===== src/rtl/cpu_pkg.sv =====
// Shared CPU definitions for the writeback/register-file slice.
// Holds the writeback source select encoding, fixed register indices and the
// default datapath widths.
// Consumers: wb_grf_stage_if, grf_core, wb_grf_stage (via import cpu_pkg::*).
package cpu_pkg;

    localparam int DATA_W_DEF = 32;
    localparam int ADDR_W_DEF = 5;

    typedef enum logic [2:0] {
        WSEL_ALU  = 3'd0,
        WSEL_DM   = 3'd1,
        WSEL_LINK = 3'd2,
        WSEL_EXT  = 3'd3,
        WSEL_MDU  = 3'd4
    } wsel_e;

    localparam int REG_ZERO = 0;
    localparam int REG_RA   = 31;

endpackage


===== src/rtl/wb_grf_stage_if.sv =====
// W-stage bus: bundle from the M/W pipeline register, D-stage read ports and
// the W-stage result exported to hazard/forwarding logic.
// Modports:
//   master - pipeline side: drives the W bundle and read indices, sees results
//   slave  - wb_grf_stage: consumes the bundle, returns read data and result
interface wb_grf_stage_if
    import cpu_pkg::*;
#(
    parameter int DATA_W = DATA_W_DEF,
    parameter int ADDR_W = ADDR_W_DEF
);
    logic              w_we;
    logic [ADDR_W-1:0] w_addr;
    logic [2:0]        w_sel;
    logic [DATA_W-1:0] w_alu;
    logic [DATA_W-1:0] w_dmout;
    logic [DATA_W-1:0] w_ext;
    logic [DATA_W-1:0] w_mdu;
    logic [DATA_W-1:0] w_pc;
    logic [ADDR_W-1:0] rs_addr;
    logic [ADDR_W-1:0] rt_addr;
    logic [DATA_W-1:0] rs_data;
    logic [DATA_W-1:0] rt_data;
    logic [DATA_W-1:0] wb_data;
    logic [ADDR_W-1:0] wb_addr;
    logic              wb_we;

    modport master (
        output w_we, w_addr, w_sel, w_alu, w_dmout, w_ext, w_mdu, w_pc,
        output rs_addr, rt_addr,
        input  rs_data, rt_data, wb_data, wb_addr, wb_we
    );

    modport slave (
        input  w_we, w_addr, w_sel, w_alu, w_dmout, w_ext, w_mdu, w_pc,
        input  rs_addr, rt_addr,
        output rs_data, rt_data, wb_data, wb_addr, wb_we
    );
endinterface


===== src/rtl/grf_core.sv =====
// General register file core: 2**ADDR_W x DATA_W storage, one write port and
// two combinational read ports with same-cycle write-to-read bypass.
// Ports:
//   clk, reset          - clock, synchronous active-high reset (clears storage)
//   i_we/i_waddr/i_wdata - qualified write port (i_we already excludes $0)
//   i_raddr_a/b         - read indices
//   o_rdata_a/b         - read data ($0 always reads 0)
module grf_core
    import cpu_pkg::*;
#(
    parameter int DATA_W = DATA_W_DEF,
    parameter int ADDR_W = ADDR_W_DEF
) (
    input  logic              clk,
    input  logic              reset,
    input  logic              i_we,
    input  logic [ADDR_W-1:0] i_waddr,
    input  logic [DATA_W-1:0] i_wdata,
    input  logic [ADDR_W-1:0] i_raddr_a,
    input  logic [ADDR_W-1:0] i_raddr_b,
    output logic [DATA_W-1:0] o_rdata_a,
    output logic [DATA_W-1:0] o_rdata_b
);
    localparam int NREG = 1 << ADDR_W;

    logic [DATA_W-1:0] r_regs [NREG];

    // Entry 0 is never written, so it stays at its reset value; reads of $0
    // are forced to zero below regardless.
    always_ff @(posedge clk) begin
        if (reset) begin
            for (int i = 0; i < NREG; i++) begin
                r_regs[i] <= '0;
            end
        end else if (i_we && (i_waddr != ADDR_W'(REG_ZERO))) begin
            r_regs[i_waddr] <= i_wdata;
        end
    end

    // Write-before-read: the value being written this cycle is visible now.
    assign o_rdata_a = (i_raddr_a == ADDR_W'(REG_ZERO)) ? '0 :
                       (i_we && (i_raddr_a == i_waddr)) ? i_wdata :
                       r_regs[i_raddr_a];

    assign o_rdata_b = (i_raddr_b == ADDR_W'(REG_ZERO)) ? '0 :
                       (i_we && (i_raddr_b == i_waddr)) ? i_wdata :
                       r_regs[i_raddr_b];
endmodule


===== src/rtl/wb_grf_stage.sv =====
// Writeback stage of the 5-stage MIPS pipeline.
// Selects the writeback datum from the W-stage bundle, qualifies the write
// enable, commits to the register file (grf_core) and exports the effective
// W-stage result for hazard/forwarding logic.
// Ports:
//   clk, reset - clock, synchronous active-high reset
//   bus        - wb_grf_stage_if.slave (W bundle in, read data / result out)
// Optional build macro:
//   WB_TRACE_EN - print "@<pc>: $<rd> <= <data>" for every committed write
module wb_grf_stage
    import cpu_pkg::*;
#(
    parameter int DATA_W      = DATA_W_DEF,
    parameter int ADDR_W      = ADDR_W_DEF,
    parameter int LINK_OFFSET = 8
) (
    input  logic                  clk,
    input  logic                  reset,
    wb_grf_stage_if.slave         bus
);
    logic [DATA_W-1:0] w_sel_data;
    logic              w_sel_legal;
    logic              w_wb_we;
    logic [ADDR_W-1:0] w_wb_addr;

    // Encodings 5..7 are illegal: value forced to 0 and the write dropped.
    always_comb begin
        w_sel_data  = '0;
        w_sel_legal = 1'b1;
        case (bus.w_sel)
            WSEL_ALU:  w_sel_data = bus.w_alu;
            WSEL_DM:   w_sel_data = bus.w_dmout;
            WSEL_LINK: w_sel_data = bus.w_pc + DATA_W'(LINK_OFFSET);
            WSEL_EXT:  w_sel_data = bus.w_ext;
            WSEL_MDU:  w_sel_data = bus.w_mdu;
            default:   w_sel_legal = 1'b0;
        endcase
    end

    assign w_wb_we   = bus.w_we && (bus.w_addr != ADDR_W'(REG_ZERO)) && w_sel_legal;
    assign w_wb_addr = w_wb_we ? bus.w_addr : ADDR_W'(REG_ZERO);

    assign bus.wb_data = w_sel_data;
    assign bus.wb_we   = w_wb_we;
    assign bus.wb_addr = w_wb_addr;

    grf_core #(
        .DATA_W (DATA_W),
        .ADDR_W (ADDR_W)
    ) u_grf_core (
        .clk       (clk),
        .reset     (reset),
        .i_we      (w_wb_we),
        .i_waddr   (w_wb_addr),
        .i_wdata   (w_sel_data),
        .i_raddr_a (bus.rs_addr),
        .i_raddr_b (bus.rt_addr),
        .o_rdata_a (bus.rs_data),
        .o_rdata_b (bus.rt_data)
    );

`ifdef WB_TRACE_EN
    always_ff @(posedge clk) begin
        if (!reset && w_wb_we) begin
            $display("@%08h: $%0d <= %08h", bus.w_pc, bus.w_addr, w_sel_data);
        end
    end
`endif
endmodule

===== src/flat_wrapper.sv =====
// flat-port wrapper written by rule: the top's interface ports become plain ports
module wb_grf_stage_flat import cpu_pkg::*;
#(
    parameter int DATA_W      = DATA_W_DEF,
    parameter int ADDR_W      = ADDR_W_DEF,
    parameter int LINK_OFFSET = 8
)
  (clk, reset, bus_w_we, bus_w_addr, bus_w_sel, bus_w_alu, bus_w_dmout, bus_w_ext, bus_w_mdu, bus_w_pc, bus_rs_addr, bus_rt_addr, bus_rs_data, bus_rt_data, bus_wb_data, bus_wb_addr, bus_wb_we);
  wb_grf_stage_if #(.DATA_W(DATA_W), .ADDR_W(ADDR_W)) bus_i ();
  input  logic clk;
  input  logic reset;
  input wire logic [$bits(bus_i.w_we)-1:0] bus_w_we;
  input wire logic [$bits(bus_i.w_addr)-1:0] bus_w_addr;
  input wire logic [$bits(bus_i.w_sel)-1:0] bus_w_sel;
  input wire logic [$bits(bus_i.w_alu)-1:0] bus_w_alu;
  input wire logic [$bits(bus_i.w_dmout)-1:0] bus_w_dmout;
  input wire logic [$bits(bus_i.w_ext)-1:0] bus_w_ext;
  input wire logic [$bits(bus_i.w_mdu)-1:0] bus_w_mdu;
  input wire logic [$bits(bus_i.w_pc)-1:0] bus_w_pc;
  input wire logic [$bits(bus_i.rs_addr)-1:0] bus_rs_addr;
  input wire logic [$bits(bus_i.rt_addr)-1:0] bus_rt_addr;
  output wire logic [$bits(bus_i.rs_data)-1:0] bus_rs_data;
  output wire logic [$bits(bus_i.rt_data)-1:0] bus_rt_data;
  output wire logic [$bits(bus_i.wb_data)-1:0] bus_wb_data;
  output wire logic [$bits(bus_i.wb_addr)-1:0] bus_wb_addr;
  output wire logic [$bits(bus_i.wb_we)-1:0] bus_wb_we;
  assign bus_i.w_we = bus_w_we;
  assign bus_i.w_addr = bus_w_addr;
  assign bus_i.w_sel = bus_w_sel;
  assign bus_i.w_alu = bus_w_alu;
  assign bus_i.w_dmout = bus_w_dmout;
  assign bus_i.w_ext = bus_w_ext;
  assign bus_i.w_mdu = bus_w_mdu;
  assign bus_i.w_pc = bus_w_pc;
  assign bus_i.rs_addr = bus_rs_addr;
  assign bus_i.rt_addr = bus_rt_addr;
  assign bus_rs_data = bus_i.rs_data;
  assign bus_rt_data = bus_i.rt_data;
  assign bus_wb_data = bus_i.wb_data;
  assign bus_wb_addr = bus_i.wb_addr;
  assign bus_wb_we = bus_i.wb_we;
  wb_grf_stage #(.DATA_W(DATA_W), .ADDR_W(ADDR_W), .LINK_OFFSET(LINK_OFFSET)) u_core (.clk(clk), .reset(reset), .bus(bus_i));
endmodule

===== config.mk =====
export PLATFORM = sky130hd
export DESIGN_NAME = wb_grf_stage_flat
export DESIGN_NICKNAME = d
export VERILOG_FILES = /design/src/rtl/cpu_pkg.sv /design/src/rtl/wb_grf_stage_if.sv /design/src/rtl/grf_core.sv /design/src/rtl/wb_grf_stage.sv /design/src/flat_wrapper.sv
export SDC_FILE = /design/constraint.sdc
export NUM_CORES = 2
export LEC_CHECK = 0
export ABC_CLOCK_PERIOD_IN_PS = 3300
export CAP_MARGIN = 20
export CORE_MARGIN = 2
export CORE_UTILIZATION = 45
export DETAILED_ROUTE_END_ITERATION = 10
export PLACE_DENSITY = 0.68
export REMOVE_ABC_BUFFERS = 1
export SLEW_MARGIN = 20
export SYNTH_ARGS = -nofsm -noshare
export SYNTH_HDL_FRONTEND = slang
export SYNTH_SLANG_ARGS = --single-unit

===== constraint.sdc =====
create_clock -name clk -period 3.3 [get_ports clk]
set_clock_uncertainty 0.1 [all_clocks]
set_input_delay 0.66 -clock clk [delete_from_list [all_inputs] [get_ports clk]]
set_output_delay 0.66 -clock clk [all_outputs]
set_load 0.1 [all_outputs]

==> impl_metrics.csv <==
group,metric,value,unit
status,result_of_the_run,"finished, violations left",
status,failed_checks,"negative setup slack",
sta,finalMaxSlewViolations,0,
sta,timing.final.setup_violations,51,
sta,layout_worst_path_cycle_share,104,%
worst_hold_path,hp-start,"reset",
sta,postLayoutSetupSlackWorst,-0.143,ns
sta,max_slew_margin,52.3,%
setup_path,cp_top_family,"buffers and inverters",
floorplanning,die_area,126000,um2
power_and_ir_drop,power.density,466,nW/um2
sta,post_route_minimum_period,3.44,ns
setup_path,critPathMaxStageDelay,0.23,ns
grt,grt_pass1_wl,318000,um
yosys,syn-mean-instance-area,12.9,um2
route,vias_per_cell,6.67,
route,first_pass_iters,7,
yosys,yosys_warnings,0,
yosys,ys_seq_area_share,55.4,%
grt,vias_in_the_first_global_route,45200,
setup_path,cp.arrival,2.68,ns
clocking,clock_path_buffers,3,
setup_path,worst-path-stages,13,
setup_path,crit_path_end_kind,"output pin",
place,detailedPlace.worstSlack,-0.885,ns
power_and_ir_drop,irDropWorstVdd,466,uV
sta,setup_repair_after_global_routing_missed_its_margin,"yes",
worst_hold_path,holdCritPathClass,"in2reg",
yosys,post_synth_edffs,1024,
place,dp_hpwl,148000,um
yosys,yosys.area.top_type_share,55.4,%
yosys,synth.cell_area,55500,um2
route,finalWirelength,234000,um
yosys,ys.flop_type,"sky130_fd_sc_hd__edfxtp_1",
route,initialDrtViolationCount,7255,
cells_and_area,layout_cells_sized_above_1,36.2,%
setup_path,cp_num_buf_inv,7,
clocking,cts_root_buf,"sky130_fd_sc_hd__clkbuf_16",
setup_path,crit_path_cell_chain,"buf_16, buf_12, buf_12, buf_12, buf_8, buf_4, mux2i_1, a22oi_2, nand2_1, a21oi_2, a21oi_2, o22ai_4, buf_12",
place,gp_congestion,0.963,
cells_and_area,max_flop_register,"u_core.u_grf_core.r_regs",
floorplanning,die_w,355,um
cells_and_area,largest_register_ffs,1024,
sta,fin_setup_tns,-3.36,ns
sta,hold_viol_final,0,
grt,grt_max_degree,45,
grt,antenna_found_initial,4,
sta,worst-slew-pin-transition,0.715,ns
place,buffer_ports.inserted,282,
yosys,synthTopCellsByArea,"sky130_fd_sc_hd__edfxtp_1 55%, sky130_fd_sc_hd__mux2i_1 12%, sky130_fd_sc_hd__mux4_2 11%, sky130_fd_sc_hd__nor2_1 6.9%, sky130_fd_sc_hd__buf_2 1.5%",
route,drc,0,
route,ant_nets,0,
clocking,h-tree-depth,3,
flow_run,max_cap_violations,0,
floorplanning,core,122000,um2
floorplanning,start_util,45.5,%
setup_path,path_class,"in2out",
cells_and_area,flow.area_growth_from_synthesis,37.3,%
power_and_ir_drop,finalPower,35500,uW
yosys,synthCells,4289,
cells_and_area,layout.nets,5331,
clocking,cts_sinks,1024,
grt,globalRouteOverflowTotal,0,
cells_and_area,antenna-diode-count,0,
cells_and_area,largest_registers,"u_core.u_grf_core.r_regs: 1024 flops",
setup_path,path_max_fanout,8,
clocking,clock_tree_from_tritoncts,"yes",
floorplanning,top_level_ports,283,
sta,whs,0.550,ns
yosys,async_reset_ff_share,0,%
sta,max_frequency,290,MHz
grt,grt.total_usage,35.5,%
setup_path,critical_path.most_common_cell,"sky130_fd_sc_hd__buf_12",
setup_path,required_time_at_the_endpoint_of_the_critical_path,2.54,ns
power_and_ir_drop,p_leak,0.0287,uW
yosys,count_of_distinct_cell_types_in_the_synthesized_netlist,63,
setup_path,startpoint,"bus_rt_addr[0]",
yosys,synth.largest_area_cell,"sky130_fd_sc_hd__edfxtp_1",
floorplanning,die_height,355,um
clocking,path_clk_slew,0.07,ns
route,vias,45700,
setup_path,cp_slowest_cell,"sky130_fd_sc_hd__a21oi_2",
floorplanning,rows,128,
setup_path,worst_setup_path_start_kind,"input pin",
yosys,synth-seq-cells,1024,
clocking,cts_made_buffers,101,
route,route.detailed.wl_per_inst,34.1,um
setup_path,cp_capture_point,"bus_rt_data[30]",
[cells by family (layout without fill, tap and decap cells)]
group / count (synthesis) / in the layout / share of synthesized area (%)
mux: 929 / 929 / 23.1
other cells: 1 / 32 / 0.00676
flops: 1024 / 1024 / 55.4
buf+inv: 490 / 1400 / 4.30
fa+ha+maj: 1 / 1 / 0.0225
xor+xnor: 37 / 37 / 0.584
compound gates: 527 / 527 / 7.03
simple gates: 1280 / 1280 / 9.50
[metrics by stage]
step           area (um2)  util, %  cells
2_1_floorplan       53400        -   3867
3_3_place_gp        67300     55.1   6482
3_5_place_dp        67300     55.1   6482
4_1_cts             74300     60.9   6782
5_1_grt             76200     62.4   6855
6_report            76200     62.4   6855
[cell type report]
cell class	instances	area [um2]
clock buffers	126	2640
clock inverters	58	553
fillers	8645	45900
inverters	37	146
multi-input cells	2806	25200
flip-flops and latches	1024	30700
well taps	1625	2030
repair buffers	1179	14900
[synth_stat cells (20+ instances only)]
| master | instances |
|---|---|
| sky130_fd_sc_hd__edfxtp_1 | 1024 |
| sky130_fd_sc_hd__mux2i_1 | 643 |
| sky130_fd_sc_hd__nor2_1 | 1026 |
| sky130_fd_sc_hd__nand2_1 | 82 |
| sky130_fd_sc_hd__buf_2 | 169 |
| sky130_fd_sc_hd__xnor2_1 | 23 |
| sky130_fd_sc_hd__a221oi_1 | 30 |
| sky130_fd_sc_hd__a31oi_1 | 28 |
| sky130_fd_sc_hd__buf_4 | 40 |
| sky130_fd_sc_hd__o22ai_1 | 94 |
| sky130_fd_sc_hd__a22oi_1 | 64 |
| sky130_fd_sc_hd__o21ai_0 | 20 |
| sky130_fd_sc_hd__clkbuf_1 | 207 |
| sky130_fd_sc_hd__inv_1 | 37 |
| sky130_fd_sc_hd__nand2b_1 | 39 |
| sky130_fd_sc_hd__a21oi_1 | 103 |
| sky130_fd_sc_hd__nand3_1 | 30 |
| sky130_fd_sc_hd__a22o_1 | 90 |
| sky130_fd_sc_hd__mux4_2 | 283 |
| sky130_fd_sc_hd__nor3_1 | 30 |
| sky130_fd_sc_hd__o221a_2 | 47 |
[layout by cell type, fill, tap and decap left out, types with 21 or more instances in the layout]
cell                              count
sky130_fd_sc_hd__a22oi_1             50
sky130_fd_sc_hd__clkdlybuf4s50_1    132
sky130_fd_sc_hd__buf_12             316
sky130_fd_sc_hd__buf_6               63
sky130_fd_sc_hd__o22ai_4             47
sky130_fd_sc_hd__buf_4              542
sky130_fd_sc_hd__mux2i_2             36
sky130_fd_sc_hd__nor2_1            1017
sky130_fd_sc_hd__o22ai_2             21
sky130_fd_sc_hd__a21oi_1             83
sky130_fd_sc_hd__o22ai_1             26
sky130_fd_sc_hd__nand2_1             55
sky130_fd_sc_hd__mux4_2             283
sky130_fd_sc_hd__inv_1               30
sky130_fd_sc_hd__a22o_1              89
sky130_fd_sc_hd__nand2_2             26
sky130_fd_sc_hd__buf_16              43
sky130_fd_sc_hd__nand2b_2            31
sky130_fd_sc_hd__conb_1              32
sky130_fd_sc_hd__clkbuf_1            24
sky130_fd_sc_hd__o221a_2             29
sky130_fd_sc_hd__a221oi_2            24
sky130_fd_sc_hd__edfxtp_1          1024
sky130_fd_sc_hd__mux2i_1            600
sky130_fd_sc_hd__clkinv_1            23
sky130_fd_sc_hd__buf_8               26
sky130_fd_sc_hd__clkbuf_16          116
[worst min path at each step]
stage | to | depth (start not counted)
floorplan | u_core.u_grf_core.r_regs[0][0] | 0
global placement | u_core.u_grf_core.r_regs[0][16] | 2
detailed placement | u_core.u_grf_core.r_regs[0][16] | 2
CTS | u_core.u_grf_core.r_regs[0][28] | 2
global route | u_core.u_grf_core.r_regs[0][28] | 2
finish | u_core.u_grf_core.r_regs[0][28] | 2
[layer usage]
layer / vias up / routed length [um] / GRT usage, %
met5: - / 33 / 0
li1: 18000 / - / -
met1: 22400 / 73600 / 41.4
met4: 4 / 20400 / 25.1
met2: 4216 / 106000 / 55.8
met3: 1089 / 33400 / 11.2
[where the power goes]
group	internal [uW]	switching [uW]	leakage, uW
Combinational	3680	4930	0.0174
Clock	6310	5180	0.00155
Sequential	15000	386	0.00974
[repair_timing]
item                       CTS  global route
pin swaps                  111           108
buffers inserted            95            80
gates resized for setup    521           214
hold buffers                 0             0
gates cloned                33            14
setup endpoints to repair   95            76
hold endpoints to repair     0             0
No activity file was read; power rests on OpenSTA's default activity.
